[src/rtl/multi_seq_pkg.sv]
// Shared types and defaults for the sequential shift-add multiplier.
// Contents: multi_state_t (FSM encoding), MULTI_DEFAULT_WIDTH (default operand width).
package multi_pkg;

  typedef enum logic [1:0] {IDLE, CALC, DONE} multi_state_t;

  localparam int unsigned MULTI_DEFAULT_WIDTH = 4;

endpackage

[src/rtl/multi_seq_if.sv]
// Request/result bundle of the sequential multiplier.
// master: start, a, b out; ready, busy, done, Pcirc, prod, ovf in.
// slave : the multiplier side (mirror of master).
interface multi_seq_if #(
  parameter int unsigned WIDTH = multi_pkg::MULTI_DEFAULT_WIDTH
) ();

  logic               start;
  logic [WIDTH-1:0]   a;
  logic [WIDTH-1:0]   b;
  logic               ready;
  logic               busy;
  logic               done;
  logic [WIDTH-1:0]   Pcirc;
  logic [2*WIDTH-1:0] prod;
  logic               ovf;

  modport master (
    output start, a, b,
    input  ready, busy, done, Pcirc, prod, ovf
  );

  modport slave (
    input  start, a, b,
    output ready, busy, done, Pcirc, prod, ovf
  );

endinterface

[src/rtl/multi_seq_step.sv]
// One shift-add iteration of the multiplier datapath (purely combinational).
// Inputs : acc, a_sh (2*WIDTH), b_sh (WIDTH).
// Outputs: acc_nx = acc + (b_sh[0] ? a_sh : 0), a_sh_nx = a_sh << 1, b_sh_nx = b_sh >> 1.
module multi_step #(
  parameter int unsigned WIDTH = 4
) (
  input  logic [2*WIDTH-1:0] acc,
  input  logic [2*WIDTH-1:0] a_sh,
  input  logic [WIDTH-1:0]   b_sh,
  output logic [2*WIDTH-1:0] acc_nx,
  output logic [2*WIDTH-1:0] a_sh_nx,
  output logic [WIDTH-1:0]   b_sh_nx
);

  // acc never exceeds a*b < 2^(2*WIDTH), so the add cannot wrap
  always_comb begin
    acc_nx  = b_sh[0] ? (acc + a_sh) : acc;
    a_sh_nx = a_sh << 1;
    b_sh_nx = b_sh >> 1;
  end

endmodule

[src/rtl/multi_seq.sv]
// Sequential shift-add multiplier: one partial product per clock, WIDTH steps.
// Ports: clk, rst (async, active-high), bus (multi_seq_if.slave):
//   start/a/b request, ready/busy/done status, prod (full), Pcirc (low WIDTH bits), ovf.
// Optional: define MULTI_SEQ_EARLY_TERM_EN to finish as soon as the remaining
//   multiplier bits are all zero (results unchanged, latency shorter).
module multi_seq
  import multi_pkg::*;
#(
  parameter int unsigned WIDTH = MULTI_DEFAULT_WIDTH
) (
  input  logic        clk,
  input  logic        rst,
  multi_seq_if.slave  bus
);

  localparam int unsigned CNT_W = $clog2(WIDTH + 1);
  localparam int unsigned PW    = 2 * WIDTH;

  multi_state_t   state;
  multi_state_t   state_nx;

  logic [PW-1:0]    acc;
  logic [PW-1:0]    a_sh;
  logic [WIDTH-1:0] b_sh;
  logic [CNT_W-1:0] cnt;

  logic [PW-1:0]    acc_nx;
  logic [PW-1:0]    a_sh_nx;
  logic [WIDTH-1:0] b_sh_nx;

  logic accept_c;
  logic last_step_c;

  multi_step #(.WIDTH(WIDTH)) u_step (
    .acc     (acc),
    .a_sh    (a_sh),
    .b_sh    (b_sh),
    .acc_nx  (acc_nx),
    .a_sh_nx (a_sh_nx),
    .b_sh_nx (b_sh_nx)
  );

  // start is only honoured while not calculating
  assign accept_c = bus.start && (state != CALC);

  // the step taken with cnt == WIDTH-1 is the last one
`ifdef MULTI_SEQ_EARLY_TERM_EN
  assign last_step_c = (cnt == CNT_W'(WIDTH - 1)) || (b_sh_nx == '0);
`else
  assign last_step_c = (cnt == CNT_W'(WIDTH - 1));
`endif

  // state register
  always_ff @(posedge clk or posedge rst) begin
    if (rst) begin
      state <= IDLE;
    end else begin
      state <= state_nx;
    end
  end

  // next-state logic
  always_comb begin
    state_nx = state;
    case (state)
      IDLE:    if (bus.start) state_nx = CALC;
      CALC:    if (last_step_c) state_nx = DONE;
      DONE:    state_nx = bus.start ? CALC : IDLE;
      default: state_nx = IDLE;
    endcase
  end

  // datapath registers
  always_ff @(posedge clk or posedge rst) begin
    if (rst) begin
      acc  <= '0;
      a_sh <= '0;
      b_sh <= '0;
      cnt  <= '0;
    end else if (accept_c) begin
      acc  <= '0;
      a_sh <= PW'(bus.a);
      b_sh <= bus.b;
      cnt  <= '0;
    end else if (state == CALC) begin
      acc  <= acc_nx;
      a_sh <= a_sh_nx;
      b_sh <= b_sh_nx;
      cnt  <= cnt + CNT_W'(1);
    end
  end

  // results load on DONE entry and hold until the next one
  always_ff @(posedge clk or posedge rst) begin
    if (rst) begin
      bus.prod  <= '0;
      bus.Pcirc <= '0;
      bus.ovf   <= 1'b0;
    end else if ((state == CALC) && last_step_c) begin
      bus.prod  <= acc_nx;
      bus.Pcirc <= acc_nx[WIDTH-1:0];
      bus.ovf   <= |acc_nx[PW-1:WIDTH];
    end
  end

  // status flags registered from the next state so they align with it
  always_ff @(posedge clk or posedge rst) begin
    if (rst) begin
      bus.ready <= 1'b1;
      bus.busy  <= 1'b0;
      bus.done  <= 1'b0;
    end else begin
      bus.ready <= (state_nx != CALC);
      bus.busy  <= (state_nx == CALC);
      bus.done  <= (state_nx == DONE);
    end
  end

endmodule

[src/flat_wrapper.sv]
// flat-port wrapper written by rule: the top's interface ports become plain ports
module multi_seq_flat import multi_pkg::*;
#(
  parameter int unsigned WIDTH = MULTI_DEFAULT_WIDTH
)
  (clk, rst, bus_start, bus_a, bus_b, bus_ready, bus_busy, bus_done, bus_Pcirc, bus_prod, bus_ovf);
  multi_seq_if #(.WIDTH(WIDTH)) bus_i ();
  input  logic clk;
  input  logic rst;
  input wire logic [$bits(bus_i.start)-1:0] bus_start;
  input wire logic [$bits(bus_i.a)-1:0] bus_a;
  input wire logic [$bits(bus_i.b)-1:0] bus_b;
  output wire logic [$bits(bus_i.ready)-1:0] bus_ready;
  output wire logic [$bits(bus_i.busy)-1:0] bus_busy;
  output wire logic [$bits(bus_i.done)-1:0] bus_done;
  output wire logic [$bits(bus_i.Pcirc)-1:0] bus_Pcirc;
  output wire logic [$bits(bus_i.prod)-1:0] bus_prod;
  output wire logic [$bits(bus_i.ovf)-1:0] bus_ovf;
  assign bus_i.start = bus_start;
  assign bus_i.a = bus_a;
  assign bus_i.b = bus_b;
  assign bus_ready = bus_i.ready;
  assign bus_busy = bus_i.busy;
  assign bus_done = bus_i.done;
  assign bus_Pcirc = bus_i.Pcirc;
  assign bus_prod = bus_i.prod;
  assign bus_ovf = bus_i.ovf;
  multi_seq #(.WIDTH(WIDTH)) u_core (.clk(clk), .rst(rst), .bus(bus_i));
endmodule
[config.mk]
export PLATFORM = sky130hd
export DESIGN_NAME = multi_seq_flat
export DESIGN_NICKNAME = d
export VERILOG_FILES = /design/src/rtl/multi_seq_pkg.sv /design/src/rtl/multi_seq_if.sv /design/src/rtl/multi_seq_step.sv /design/src/rtl/multi_seq.sv /design/src/flat_wrapper.sv
export SDC_FILE = /design/constraint.sdc
export NUM_CORES = 1
export LEC_CHECK = 0
export ABC_AREA = 1
export CORE_UTILIZATION = 50
export CTS_CLUSTER_SIZE = 30
export DETAILED_ROUTE_END_ITERATION = 6
export PLACE_DENSITY = 0.71
export SYNTH_ARGS = -nofsm -noshare
export SYNTH_HDL_FRONTEND = slang
export SYNTH_SLANG_ARGS = --single-unit
[constraint.sdc]
create_clock -name clk -period 2.3 [get_ports clk]
set_input_delay 0.46 -clock clk [delete_from_list [all_inputs] [get_ports clk]]
set_output_delay 0.46 -clock clk [all_outputs]
set_load 0.1 [all_outputs]
After elaboration in Yosys (flattened, before gate mapping). Cells that the tools add are included. Widths: inputs -> output; s select.

Multiplexer cells: 13. Add/sub/neg operators: 2. Eq/ne operators: 7. Reductions and logical operators: 5. Multiply operators: 0. Shift-type cells: 0. Magnitude comparators: 0. Bitwise operators: 0. Divide/modulo/power cells: 0.

Operator list (number): $mux 8 (5); $add 8x8->8 (1); $mux 4 (2); $mux 3 (2); $pmux 2 s3 (1); $eq 2x1->1 const B (2); $eq 2x2->1 const B (2); $mux 2 (2); $ne 2x1->1 const B (2); $reduce_or 4->1 (1); $add 3x1->3 const B (1); $eq 3x2->1 const B (1); $logic_and 1x1->1 (2); $logic_not 2->1 (1); $reduce_bool 2->1 (1); $mux 1 (1).

Bits in latches: 0. Bits in registers: 41. Bits of input ports: 11. Word-level logic and storage cells: 38. Memory bits (read-only): 0. Memories kept: 0. Bits in writable memories: 0. Output and inout bits: 16.

Logic depth before layout (Yosys ltp).
Depth in word-level cells: 4. Gate-level depth with buffers: 12. Depth with buffers taken out: 12.

Modules after synthesis. From an unflattened synthesis, not the netlist that was laid out.

Cell total of the unflattened synthesis: 264. Area, all modules: 2127.0 um2.

By module, submodules not included: multi_seq (cells each 170, times used 1, area an instance 1600.3 um2, seq. area each 927.1 um2); multi_step (cells each 94, times used 1, area an instance 526.8 um2, seq. area each 0.0 um2).

Least setup slack after synthesis. OpenSTA, ideal clock, no wires.

Kind: register -> output. From: register u_core.bus.prod[0]. To: output bus_prod[0]. Setup slack: 0.500 ns. Required time: 1.840 ns. Path buffers: 1. Stages on the path, launching flop included: 2. Data arrival time: 1.340 ns. Cell sequence: dfrtp_1 buf_4.

RTL lines: start: declaration (RTL line multi_seq_if.sv:25) `output ready, busy, done, Pcirc, prod, ovf`; start signal: assignment (RTL line multi_seq.sv:100) `bus.prod <= acc_nx;`; end: declaration (RTL line flat_wrapper.sv:17) `output wire logic [$bits(bus_i.prod)-1:0] bus_prod;`.

No word-level cell between the ends.

Worst setup path in the final report.
From: register u_core.a_sh[0]. To: register u_core.bus.ovf.

Word-level cells in the longest chain between the ends: 3.

RTL lines: start: declaration (RTL line multi_seq.sv:23) `logic [PW-1:0] a_sh;`; start signal: assignment (RTL line multi_seq.sv:82) `a_sh <= PW'(bus.a);`; start signal: assignment (RTL line multi_seq.sv:87) `a_sh <= a_sh_nx;`; $add 8x8->8 (RTL line multi_seq_step.sv:17) `acc_nx = b_sh[0] ? (acc + a_sh) : acc;`; $mux 8 (RTL line multi_seq_step.sv:17); $reduce_or 4->1 (RTL line multi_seq.sv:102) `bus.ovf <= |acc_nx[PW-1:WIDTH];`; end signal: assignment (RTL line multi_seq.sv:102); end: declaration (RTL line multi_seq_if.sv:25).

Every way passes these cells. A chain may end at the register's enable or synchronous reset.

==> impl_metrics.json <==
{
  "status": "completed",
  "synth_edf_count": 0,
  "ys_types": 28,
  "wl_per_cell_um": 12.31,
  "synth_top_area_share": 0.4752,
  "crit_path_start": "u_core.a_sh[0]$_DFFE_PP0P_",
  "r2r_end": "u_core.bus.ovf$_DFFE_PP0P_",
  "grt_pass1_vias": 1366,
  "tightest_slew_ps": 676.1,
  "viasPerCell": 4.946,
  "slew_headroom": 0.5488,
  "r2r_slack_ps": 450,
  "clock-root-buffer": "clkbuf_8",
  "clk_latency_ps": 290,
  "fill_cells": 341,
  "antenna_found_initial": 0,
  "placeableCoreArea_um2": 3661,
  "regArea_um2": 927.1,
  "cts_tree": "done",
  "drc": 0,
  "start_kind": "flop",
  "die_area_um2": 4041,
  "synth_xor_area_frac": 0.01386,
  "place.port_buffers": 26,
  "yosys-top-cells-count": "56 x nand2_1, 38 x inv_1, 36 x dfrtp_1",
  "period_needed_ps": 1845,
  "crit_required_ps": 2490,
  "grt_overflow": 0,
  "antennaDiodeCount": 0,
  "clk_path_buf_depth": 2,
  "synth_most_common_cell": "nand2_1",
  "areaGrowthSynthToFinish_pct": 16.44,
  "cts.clk_slew.worst_paths_ps": 70,
  "max_freq_mhz": 542.0,
  "initial_core_util": 0.5178,
  "r2r-start": "u_core.a_sh[0]$_DFFE_PP0P_",
  "crit_arrival_ps": 2030,
  "end_kind": "flop",
  "cts_resized": 0,
  "synth-simple-area-share": 0.1927,
  "postCtsSetupRepairBufs": 0,
  "detail_route.wirelength_um": 3619,
  "synthArstFlopShare": 1.000,
  "place_hpwl_um": 2634,
  "groute.usage.overall": 0.2040,
  "syn_area_per_cell_um2": 8.656,
  "cts_made_buffers": 5,
  "ys.warnings.count": 0,
  "grt_pass1_wl_um": 6120,
  "chipWidth_um": 63.57,
  "synth_compound_area_frac": 0.1234,
  "yosys.area_share.adder": 0.06997,
  "min_path_type": "flop to flop",
  "multi_input_area_um2": 758.2,
  "ys_ff_latch": 37,
  "worstPathMaxFanout": 3,
  "drive_above_1_share": 0.1382,
  "num-nets-final": 266,
  "min_period_over_period": 0.8022,
  "finalHoldViolCount": 0,
  "ys_seq_area_frac": 0.4891,
  "setup_tns_ps": 0,
  "syn-instance-count": 219,
  "post-route-util": 0.6029,
  "cts_sinks": 37,
  "drv_slew": 0,
  "htreeDepth": 2,
  "holdPathEnd": "u_core.bus.prod[4]$_DFFE_PP0P_",
  "drtIter0Drc": 53,
  "skew_ps": 5.765,
  "dr.pass1.iters": 4,
  "finalSetupViolCount": 0,
  "rows": 22,
  "synth_top_family_by_area": "simple AND/OR/NAND/NOR gates",
  "critical_path_class": "flop to flop",
  "maxCapViolations": 0,
  "place_congestion": 0.8844,
  "die_h_um": 63.57,
  "rsz0062_at_grt": "false",
  "min_from": "u_core.bus.prod[4]$_DFFE_PP0P_",
  "syn-num-nets": 240,
  "ys.flop_type": "dfrtp_1",
  "muxShareOfSynthArea": 0,
  "pin_count": 27,
  "netlist_area_um2": 1896,
  "num_vias": 1454,
  "reg2reg_depth": 12,
  "hold_buffers": 0,
  "synth_top_cell_by_area": "dfrtp_1",
  "synthTopCellsByArea": "dfrtp_1 48%, nand2_1 11%, inv_1 7.5%",
  "ant_nets": 0,
  "grt_max_degree": 38,
  "whs_path_depth": 2
}
## worst max-delay path: stages, from the launching register on
cell	delay, ps
dfrtp_1	380
ha_1	240
fa_1	410
nand2_1	90
nand2_2	70
nand3b_2	80
nand2_1	50
nand2_1	50
nand3_1	80
nand2_2	100
nand2_1	50
nor2_1	80
nor2_1	40
## sequential cells by signal, summed over array words and instances, names as in the netlist
name	cells
u_core.a_sh	8
u_core.acc	8
u_core.b_sh	4
u_core.bus.busy	1
u_core.bus.done	1
u_core.bus.ovf	1
u_core.bus.prod	8
u_core.bus.ready	1
u_core.cnt	3
u_core.state	2
## metrics by stage
step,std cells,worst slack [ps],hold WS [ps],area (um^2)
global route,294,306.5,515.0,2207
CTS,294,439.2,491.8,2207
detailed placement,286,447.4,475.2,2127
floorplan,219,500.1,466.2,1896
finish,294,454.9,488.2,2207
global placement,286,497.8,472.7,2127
## metal layers
metal / vias up / part of all wire / global-route usage
li1: 753 / - / -
met1: 667 / 0.47 / 0.2526
met2: 28 / 0.48 / 0.3418
met3: 6 / 0.032 / 0.04891
met4: 0 / 0.015 / 0.07670
met5: - / 0 / 0
## how the worst max path moves through the flow
stage	slack [ps]	to
floorplan	500	bus_prod[0]
global placement	500	u_core.bus.ovf$_DFFE_PP0P_
global route	310	u_core.bus.ovf$_DFFE_PP0P_
detailed placement	450	u_core.bus.ovf$_DFFE_PP0P_
CTS	440	u_core.bus.ovf$_DFFE_PP0P_
finish	450	u_core.bus.ovf$_DFFE_PP0P_
## cells in the final DEF (no fill, tap or decap), drive strengths merged, types with 2 or more instances in the layout
cell type / instances
nand2: 59
inv: 39
dfrtp: 36
buf: 18
o21ai: 18
o22ai: 12
clkdlybuf4s50: 10
nand3: 10
ha: 9
nor2: 9
clkbuf: 8
o221ai: 4
a21oi: 2
o211ai: 2
xnor2: 2
or2: 2
## final cells by class
cell class,count,share of cell area
Multi-Input combinational cell,134,0.3435
Clock buffer,8,0.03628
Inverter,39,0.06633
Timing Repair Buffer,28,0.1066
Sequential cell,37,0.4201
Tap cell,48,0.02721
## cell families after synthesis
kind of cell    count (synthesis)
compound gates                 39
xor+xnor                        3
fa+ha+maj                      10
buf+inv                        48
flops                          37
simple gates                   82
Power is not shown: default switching activity piles up to over one toggle a cycle in this logic, so the estimate is an artifact.
